### src/rtl/bist_stim_misr_if.sv
// rtl/bist_stim_misr_if.sv - control, stimulus and response signals of the BIST harness
interface bist_stim_misr_if;
    logic        start;
    logic        abort;
    logic [5:0]  resp;
    logic [2:0]  pat;
    logic        dut_rst;
    logic        busy;
    logic        done;
    logic [15:0] pat_cnt;
    logic [15:0] signature;
    logic        pass;

    modport master (
        output start, abort, resp,
        input  pat, dut_rst, busy, done, pat_cnt, signature, pass
    );

    modport slave (
        input  start, abort, resp,
        output pat, dut_rst, busy, done, pat_cnt, signature, pass
    );
endinterface

### src/rtl/bist_stim_misr.sv
// rtl/bist_stim_misr.sv - LFSR stimulus, MISR compaction and run sequencer; optional BIST_SIG_CMP_EN signature compare
module bist_stim_misr #(
    parameter int          NUM_PAT  = 256,
    parameter logic [15:0] SEED     = 16'hACE1,
    parameter int          RESP_LAT = 1,
    parameter logic [15:0] EXP_SIG  = 16'h0000
) (
    input logic               blif_clk_net,
    input logic               blif_reset_net,
    bist_stim_misr_if.slave   bus
);

    typedef enum logic [2:0] {
        S_IDLE,
        S_INIT,
        S_RUN,
        S_FLUSH,
        S_DONE
    } state_t;

    localparam logic [15:0] LAST_PAT   = 16'(NUM_PAT - 1);
    localparam logic [2:0]  LAST_FLUSH = 3'(RESP_LAT - 1);

    state_t                state;
    state_t                state_n;
    logic [15:0]           lfsr;
    logic [15:0]           misr;
    logic [15:0]           misr_n;
    logic [15:0]           pat_cnt;
    logic [RESP_LAT-1:0]   pipe;
    logic [2:0]            flush_cnt;
    logic                  in_run;
    logic                  abort_hit;
    logic                  capture;
    logic                  lfsr_fb;
    logic                  misr_fb;
    logic                  busy_c;
    logic                  done_c;
    logic                  dut_rst_c;

    assign in_run    = (state == S_RUN);
    assign abort_hit = bus.abort && (state != S_IDLE);
    // An aborted run drops its in-flight responses, so the abort cycle never captures.
    assign capture   = pipe[RESP_LAT-1] && !abort_hit;
    assign lfsr_fb   = lfsr[15] ^ lfsr[13] ^ lfsr[12] ^ lfsr[10];
    assign misr_fb   = misr[15] ^ misr[13] ^ misr[12] ^ misr[10];
    assign misr_n    = capture ? ({misr[14:0], misr_fb} ^ {10'b0, bus.resp}) : misr;

    // State register.
    always_ff @(posedge blif_clk_net or negedge blif_reset_net) begin
        if (!blif_reset_net) begin
            state <= S_IDLE;
        end else begin
            state <= state_n;
        end
    end

    // Next-state decode and state-derived outputs; abort overrides every other transition.
    always_comb begin
        state_n   = state;
        busy_c    = 1'b0;
        done_c    = 1'b0;
        dut_rst_c = 1'b1;
        case (state)
            S_IDLE: begin
                if (bus.start) state_n = S_INIT;
            end
            S_INIT: begin
                busy_c  = 1'b1;
                state_n = S_RUN;
            end
            S_RUN: begin
                busy_c    = 1'b1;
                dut_rst_c = 1'b0;
                if (pat_cnt == LAST_PAT) state_n = S_FLUSH;
            end
            S_FLUSH: begin
                busy_c    = 1'b1;
                dut_rst_c = 1'b0;
                if (flush_cnt == LAST_FLUSH) state_n = S_DONE;
            end
            S_DONE: begin
                done_c = 1'b1;
                if (bus.start) state_n = S_INIT;
            end
            default: state_n = S_IDLE;
        endcase
        if (abort_hit) state_n = S_IDLE;
    end

    // Pattern generator, response compactor, pattern counter and capture pipe.
    always_ff @(posedge blif_clk_net or negedge blif_reset_net) begin
        if (!blif_reset_net) begin
            lfsr      <= SEED;
            misr      <= 16'h0000;
            pat_cnt   <= 16'h0000;
            pipe      <= '0;
            flush_cnt <= 3'd0;
        end else if (state == S_INIT) begin
            lfsr      <= SEED;
            misr      <= 16'h0000;
            pat_cnt   <= 16'h0000;
            pipe      <= '0;
            flush_cnt <= 3'd0;
        end else begin
            if (in_run) begin
                lfsr    <= {lfsr[14:0], lfsr_fb};
                pat_cnt <= pat_cnt + 16'd1;
            end
            misr <= misr_n;
            if (abort_hit) begin
                pipe <= '0;
            end else begin
                pipe <= (pipe << 1) | RESP_LAT'(in_run);
            end
            flush_cnt <= (state == S_FLUSH) ? flush_cnt + 3'd1 : 3'd0;
        end
    end

`ifdef BIST_SIG_CMP_EN
    logic pass_q;

    // Compare the final signature as DONE is entered; drops as soon as DONE is left.
    always_ff @(posedge blif_clk_net or negedge blif_reset_net) begin
        if (!blif_reset_net) begin
            pass_q <= 1'b0;
        end else begin
            pass_q <= (state_n == S_DONE) && (misr_n == EXP_SIG);
        end
    end

    assign bus.pass = pass_q;
`else
    assign bus.pass = 1'b0;
`endif

    assign bus.pat       = lfsr[2:0];
    assign bus.dut_rst   = dut_rst_c;
    assign bus.busy      = busy_c;
    assign bus.done      = done_c;
    assign bus.pat_cnt   = pat_cnt;
    assign bus.signature = misr;

endmodule
### src/flat_wrapper.sv
// flat-port wrapper written by rule: the top's interface ports become plain ports
module bist_stim_misr_flat 
#(
    parameter int          NUM_PAT  = 256,
    parameter logic [15:0] SEED     = 16'hACE1,
    parameter int          RESP_LAT = 1,
    parameter logic [15:0] EXP_SIG  = 16'h0000
)
  (blif_clk_net, blif_reset_net, bus_start, bus_abort, bus_resp, bus_pat, bus_dut_rst, bus_busy, bus_done, bus_pat_cnt, bus_signature, bus_pass);
  bist_stim_misr_if bus_i ();
  input logic blif_clk_net;
  input logic blif_reset_net;
  input wire logic [$bits(bus_i.start)-1:0] bus_start;
  input wire logic [$bits(bus_i.abort)-1:0] bus_abort;
  input wire logic [$bits(bus_i.resp)-1:0] bus_resp;
  output wire logic [$bits(bus_i.pat)-1:0] bus_pat;
  output wire logic [$bits(bus_i.dut_rst)-1:0] bus_dut_rst;
  output wire logic [$bits(bus_i.busy)-1:0] bus_busy;
  output wire logic [$bits(bus_i.done)-1:0] bus_done;
  output wire logic [$bits(bus_i.pat_cnt)-1:0] bus_pat_cnt;
  output wire logic [$bits(bus_i.signature)-1:0] bus_signature;
  output wire logic [$bits(bus_i.pass)-1:0] bus_pass;
  assign bus_i.start = bus_start;
  assign bus_i.abort = bus_abort;
  assign bus_i.resp = bus_resp;
  assign bus_pat = bus_i.pat;
  assign bus_dut_rst = bus_i.dut_rst;
  assign bus_busy = bus_i.busy;
  assign bus_done = bus_i.done;
  assign bus_pat_cnt = bus_i.pat_cnt;
  assign bus_signature = bus_i.signature;
  assign bus_pass = bus_i.pass;
  bist_stim_misr #(.NUM_PAT(NUM_PAT), .SEED(SEED), .RESP_LAT(RESP_LAT), .EXP_SIG(EXP_SIG)) u_core (.blif_clk_net(blif_clk_net), .blif_reset_net(blif_reset_net), .bus(bus_i));
endmodule
### config.mk
export PLATFORM = sky130hd
export DESIGN_NAME = bist_stim_misr_flat
export DESIGN_NICKNAME = d
export VERILOG_FILES = /design/src/rtl/bist_stim_misr_if.sv /design/src/rtl/bist_stim_misr.sv /design/src/flat_wrapper.sv
export SDC_FILE = /design/constraint.sdc
export NUM_CORES = 1
export LEC_CHECK = 0
export BUFFER_PORTS_ARGS = -buffer_cell sky130_fd_sc_hd__clkbuf_2
export CORE_MARGIN = 2
export CORE_UTILIZATION = 45
export CTS_BUF_LIST = sky130_fd_sc_hd__clkbuf_16
export CTS_CLUSTER_DIAMETER = 60
export DETAILED_ROUTE_END_ITERATION = 10
export GPL_TIMING_DRIVEN = 0
export HOLD_SLACK_MARGIN = 0.12
export PLACE_DENSITY = 0.68
export SLEW_MARGIN = 20
export SYNTH_ARGS = -nofsm -noshare
export SYNTH_HDL_FRONTEND = slang
export SYNTH_SLANG_ARGS = --single-unit
### constraint.sdc
create_clock -name blif_clk_net -period 2 [get_ports blif_clk_net]
set_input_delay 0.2 -clock blif_clk_net [delete_from_list [all_inputs] [get_ports blif_clk_net]]
set_output_delay 0.2 -clock blif_clk_net [all_outputs]
set_load 0.01 [all_outputs]
Yosys cells after proc, flatten, opt, wreduce, memory -nomap -nowiden
Index checks and enable logic that the tools add are counted.
{ "word_totals": {"register_bits": 55, "input_bits": 10, "out_inout_bits": 39, "word_cells": 53} }
{ "classes": {"n_addsub": 2, "eq_ne": 8, "mux": 18, "bitwise_logic": 7, "reduce_logical": 12} }
{ "op_table": {"columns": ["operator", "n"], "rows": [
  ["2-to-1 mux 16 bit", 6],
  ["2-to-1 mux 3 bit", 6],
  ["adder 16 x 1 -> 16 bit (second input constant)", 1],
  ["== test 16 x 8 -> 1 bit (second input constant)", 1],
  ["XOR 16 x 6 -> 16 bit", 1],
  ["case mux 3 bit (4 select lines)", 1],
  ["== test 3 x 2 -> 1 bit (second input constant)", 2],
  ["logical NOT 3 bit", 2],
  ["!= test 3 x 1 -> 1 bit (second input constant)", 2],
  ["XOR 1 bit", 6],
  ["2-to-1 mux 1 bit", 5],
  ["nonzero test 2 bit", 2],
  ["OR reduction 2 bit", 2],
  ["adder 3 x 1 -> 3 bit (second input constant)", 1],
  ["== test 3 x 1 -> 1 bit (second input constant)", 1],
  ["== test 3 bit (second input constant)", 1],
  ["!= test 3 bit (second input constant)", 1],
  ["AND reduction 3 bit", 1],
  ["nonzero test 3 bit", 1],
  ["OR reduction 3 bit", 1],
  ["logical AND 1 bit", 2],
  ["logical NOT 1 bit", 1]
]} }

Logic depth before layout (Yosys ltp)
{ "logic_depth": {"word_depth": 6, "ltp_mapped": 8, "ltp_nobuf": 5} }

Worst setup path before layout
No wires, ideal clock.
{ "synth_timing": {"path_kind": "reg2reg", "start": "register u_core.state[2]", "end": "register u_core.misr[12] (netlist: u_core.bus.signature[12])", "setup_ns": 0.121, "arrival_time_ns": 1.601, "required_ns": 1.879, "path_slack_ns": 0.278, "path_stages_with_launch": 8, "path_buffers": 4, "period_less_slack_ns": 1.722, "path_cell_list": "dfrtp_1 > buf_6 > or3b_1 > buf_2 > and3_4 > buf_6 > buf_6 > a22o_1"} }
{ "synth_via": {"elab_chain_len": 5, "elab_cells_between_ends": 7, "cone_classes": "eq/ne (1); mux (1); reduce/logical (5)"} }
{ "synth_rtl": {"columns": ["element", "line", "rtl"], "rows": [
  ["from (decl)", "bist_stim_misr.sv:24", "state_t state;"],
  ["from (signal assigned)", "bist_stim_misr.sv:54", "state <= state_n;"],
  ["nonzero test 3 bit", "bist_stim_misr.sv:42", "assign abort_hit = bus.abort && (state != S_IDLE);"],
  ["logical AND 1 bit", "bist_stim_misr.sv:42", null],
  ["logical NOT 1 bit", "bist_stim_misr.sv:44", "assign capture = pipe[RESP_LAT-1] && !abort_hit;"],
  ["logical AND 1 bit", "bist_stim_misr.sv:44", null],
  ["nonzero test 2 bit (no line)", null, null],
  ["to (signal assigned)", "bist_stim_misr.sv:110", "misr <= misr_n;"],
  ["to (decl)", "bist_stim_misr.sv:27", "logic [15:0] misr;"]
]} }
Parallel ways exist; a longest one is shown, timed or not.
A chain may end at the register's enable or synchronous reset.

Final worst setup path
{ "layout_timing": {"start": "register u_core.state[0]", "end": "register u_core.pat_cnt[15] (netlist: u_core.bus.pat_cnt[15])"} }
{ "layout_via": {"elab_chain_len": 2, "elab_cells_between_ends": 4, "cone_classes": "eq/ne (2); mux (1); reduce/logical (1)"} }
{ "layout_rtl": {"columns": ["element", "line", "rtl"], "rows": [
  ["== test 3 x 1 -> 1 bit / == test 3 x 2 -> 1 bit (equally long branches)", "bist_stim_misr.sv:99, bist_stim_misr.sv:41", null],
  ["2-to-1 mux 16 bit / nonzero test 2 bit (equally long branches)", null, null],
  ["to (signal assigned)", "bist_stim_misr.sv:108", "pat_cnt <= pat_cnt + 16'd1;"],
  ["to (decl)", "bist_stim_misr.sv:29", "logic [15:0] pat_cnt;"]
]} }
Parallel ways exist; a longest one is shown, timed or not.

==> flow_summary.json <==
{
  "status": "finished, final reports clean",
  "fin_crit_ns": 1.87,
  "rsz0062_at_grt": "no",
  "drt_first_pass_iters": 4,
  "layout_worst_path_cycle_share_pct": 93.3,
  "post-route-drc-count": 0,
  "vias": 2023,
  "synth.top_cell.area_share_pct": 45.3,
  "pwr-share-seq_pct": 41.7,
  "peakVddDrop_uv": 771,
  "numCtsBuffers": 5,
  "io_pins": 49,
  "synth_flop_cell": "dfrtp_1",
  "synth_xor_area_share_pct": 4.39,
  "ys_warn_count": 0,
  "max_freq_ghz": 0.536,
  "synthTopCellsByCount": "dfrtp_1 (47), nand2_1 (28), a22o_1 (25), nand3_1 (15), nor2_1 (13)",
  "synth_mux_area_share_pct": 3.09,
  "port_buffers": 46,
  "worstPathArrival_ns": 2.04,
  "met1_length_mm": 2.53,
  "wl_per_cell_um": 14.2,
  "core_mm2": 0.00554,
  "synth-edff-count": 0,
  "relSlewSlack_pct": 50.7,
  "clock_latency_ns": 0.29,
  "synth.cell_area_mm2": 0.00259,
  "combPwrFrac_pct": 35.0,
  "finalHoldViolCount": 0,
  "ys_seq_elements": 55,
  "drt_wl_total_mm": 5.24,
  "syn_to_final_growth_pct": 18.9,
  "fin_skew_ns": 0.00676,
  "synth_area_leaders": "dfrtp_1 (45%), a22o_1 (8.4%), dfstp_2 (8.1%)",
  "h-tree-depth": 2,
  "setup_viol": 0,
  "synthAdderAreaFrac_pct": 1.45,
  "die-width_um": 79.9,
  "synth_compound_area_share_pct": 14.1,
  "crit_path_start_kind": "register",
  "synth_cell_types": 40,
  "syn_inst": 241,
  "powerDensity_mw_per_mm2": 1230,
  "wl_met2_mm": 2.35,
  "crit_required_ns": 2.17,
  "finalPower_uw": 3790,
  "die_y_um": 79.9,
  "final_antenna_net_count": 0,
  "maxCapViolCount": 0,
  "overflow": 0,
  "finalMaxSlewViolations": 0,
  "start_util_pct": 46.8,
  "p_leak_uw": 0.00155,
  "power.internal_uw": 2450,
  "clockRootBuffer": "clkbuf_16",
  "critical_path.max_fanout": 10,
  "track_usage_pct": 17.6,
  "grt_pass1_vias": 1869,
  "synth-simple-area-share_pct": 17.0,
  "nets": 308,
  "tns_ns": 0,
  "synth_area_leader_cell": "dfrtp_1",
  "diodes": 0,
  "critPathCaptureType": "register",
  "p_switching_uw": 1340,
  "rows": 27,
  "place.gp.congestion": 0.799,
  "grt_max_degree": 56,
  "worst-slew-pin-transition_ns": 0.740,
  "dpl.hpwl_mm": 3.60,
  "grt_pass1_wl_mm": 8.91,
  "syn_nets": 254,
  "switching_share_pct": 35.4,
  "viasPerCell": 5.50,
  "syn_avg_cell_area_um2": 10.8,
  "wl_met3_um": 280,
  "cts_tree": "yes",
  "cts.clk_slew.worst_paths_ns": 0.07,
  "dieArea_mm2": 0.00639,
  "async_reset_ff_share_pct": 100,
  "drive_gt1_share_pct": 26.7,
  "synth_top_family_by_area": "simple AND/OR/NAND/NOR gates",
  "crit_type": "reg -> reg",
  "antenna_found_initial": 0,
  "seq_area_frac_synth_pct": 53.4,
  "hp-class": "in -> reg",
  "clock_path_buffers": 2,
  "drt_iter0_markers": 82,
  "cts_setup_buffers": 0,
  "cts_sinks": 55,
  "yosys.cell_count.top_type": "dfrtp_1",
  "top_layer": "met4",
  "pwr-share-clk_pct": 23.3
}
critical path, stage by stage, from the launching register on:
cell     delay (ns)
dfrtp_1        0.37
buf_2          0.18
or3b_1         0.38
buf_6          0.15
nor2_1         0.35
nand4_1        0.17
mux2i_1        0.14
registers in the layout, indices dropped and copies added (netlist names):
name,cells
u_core.flush_cnt,3
u_core.bus.pat_cnt,16
u_core.state,3
u_core.bus.signature,16
u_core.lfsr,16
u_core.pipe,1
per-layer routing:
layer  global-route usage (%)  vias up
li1                         -      973
met1                     24.9      984
met2                     27.2       59
met3                     3.62        7
met4                     5.25        0
met5                        0        -
cells by family (layout without fill, tap and decap cells):
kind of cell / Yosys count / after routing
and+or+nand+nor: 84 / 84
DFF: 55 / 55
AOI/OAI and AO/OA: 50 / 50
buffers and inverters: 27 / 82
adders and majority gates: 3 / 3
muxes: 8 / 8
xor gates and xnor gates: 13 / 13
other: 1 / 1
final cells by class:
cell class / count / area, µm²
fillers: 481 / 2460
flip-flops and latches: 55 / 1390
multi-input cells: 159 / 1050
repair buffers: 47 / 243
plain buffers: 21 / 143
clock buffers: 5 / 125
well taps: 72 / 90.1
clock inverters: 3 / 25.0
inverters: 6 / 22.5
power by group through the flow:
stage          Clock [µW]  Sequential [µW]  Combinational [µW]
2_1_floorplan           0             1590                 930
3_3_place_gp            0             1590                1310
5_1_grt               956             1610                1490
6_report              882             1580                1330
3_5_place_dp            0             1600                1330
4_1_cts               907             1580                1330
through the flow:
| stage | hold slack, ns | util (%) | area (µm²) | std cells | setup slack [ns] |
|---|---|---|---|---|---|
| after detailed placement | 0.339 | 52.7 | 2920 | 359 | 0.166 |
| after global routing | 0.263 | 55.7 | 3080 | 368 | 0.0180 |
| after floorplan | -0.0956 | - | 2590 | 241 | 0.278 |
| final | 0.243 | 55.7 | 3080 | 368 | 0.135 |
| after CTS | 0.235 | 55.6 | 3080 | 368 | 0.137 |
| after global placement | 0.452 | 52.6 | 2920 | 359 | 0.154 |
repair_timing:
item,4_1_cts,5_1_grt
setup endpoints to repair,0,1
gates resized for setup,0,1
hold buffers,1,0
hold endpoints to repair,47,0
final timing paths:
check                      depth (start not counted)  slack (ns)                            endpoint                          start
max                                                6        0.13  u_core.bus.pat_cnt[15]$_DFFE_PN0N_    u_core.state[0]$_DFFE_PN0P_
min                                                4        0.24         u_core.state[2]$_DFFE_PN0P_                      bus_start
max reg2reg                                        6        0.13  u_core.bus.pat_cnt[15]$_DFFE_PN0N_    u_core.state[0]$_DFFE_PN0P_
min reg2reg                                        1        0.47       u_core.flush_cnt[0]$_DFF_PN0_  u_core.flush_cnt[0]$_DFF_PN0_
max in group asynchronous                          2        0.98   u_core.bus.pat_cnt[6]$_DFFE_PN0N_                 blif_reset_net
min in group asynchronous                          2        0.52       u_core.flush_cnt[0]$_DFF_PN0_                 blif_reset_net
placed cells by master (no fill, tap or decap), drive strengths merged, types with 2 or more instances in the layout:
cell     n
a22o    25
a21oi    2
dfstp    8
or3b     2
inv      8
buf     13
o21ai   13
nand4    9
nand3   15
mux2i    8
clkbuf  59
xnor2    8
nor2    13
ha       3
a31oi    3
nor4     3
nand2   28
xor2     5
and4     2
and3     6
dfrtp   47
Power figures use the tool's default switching activity.
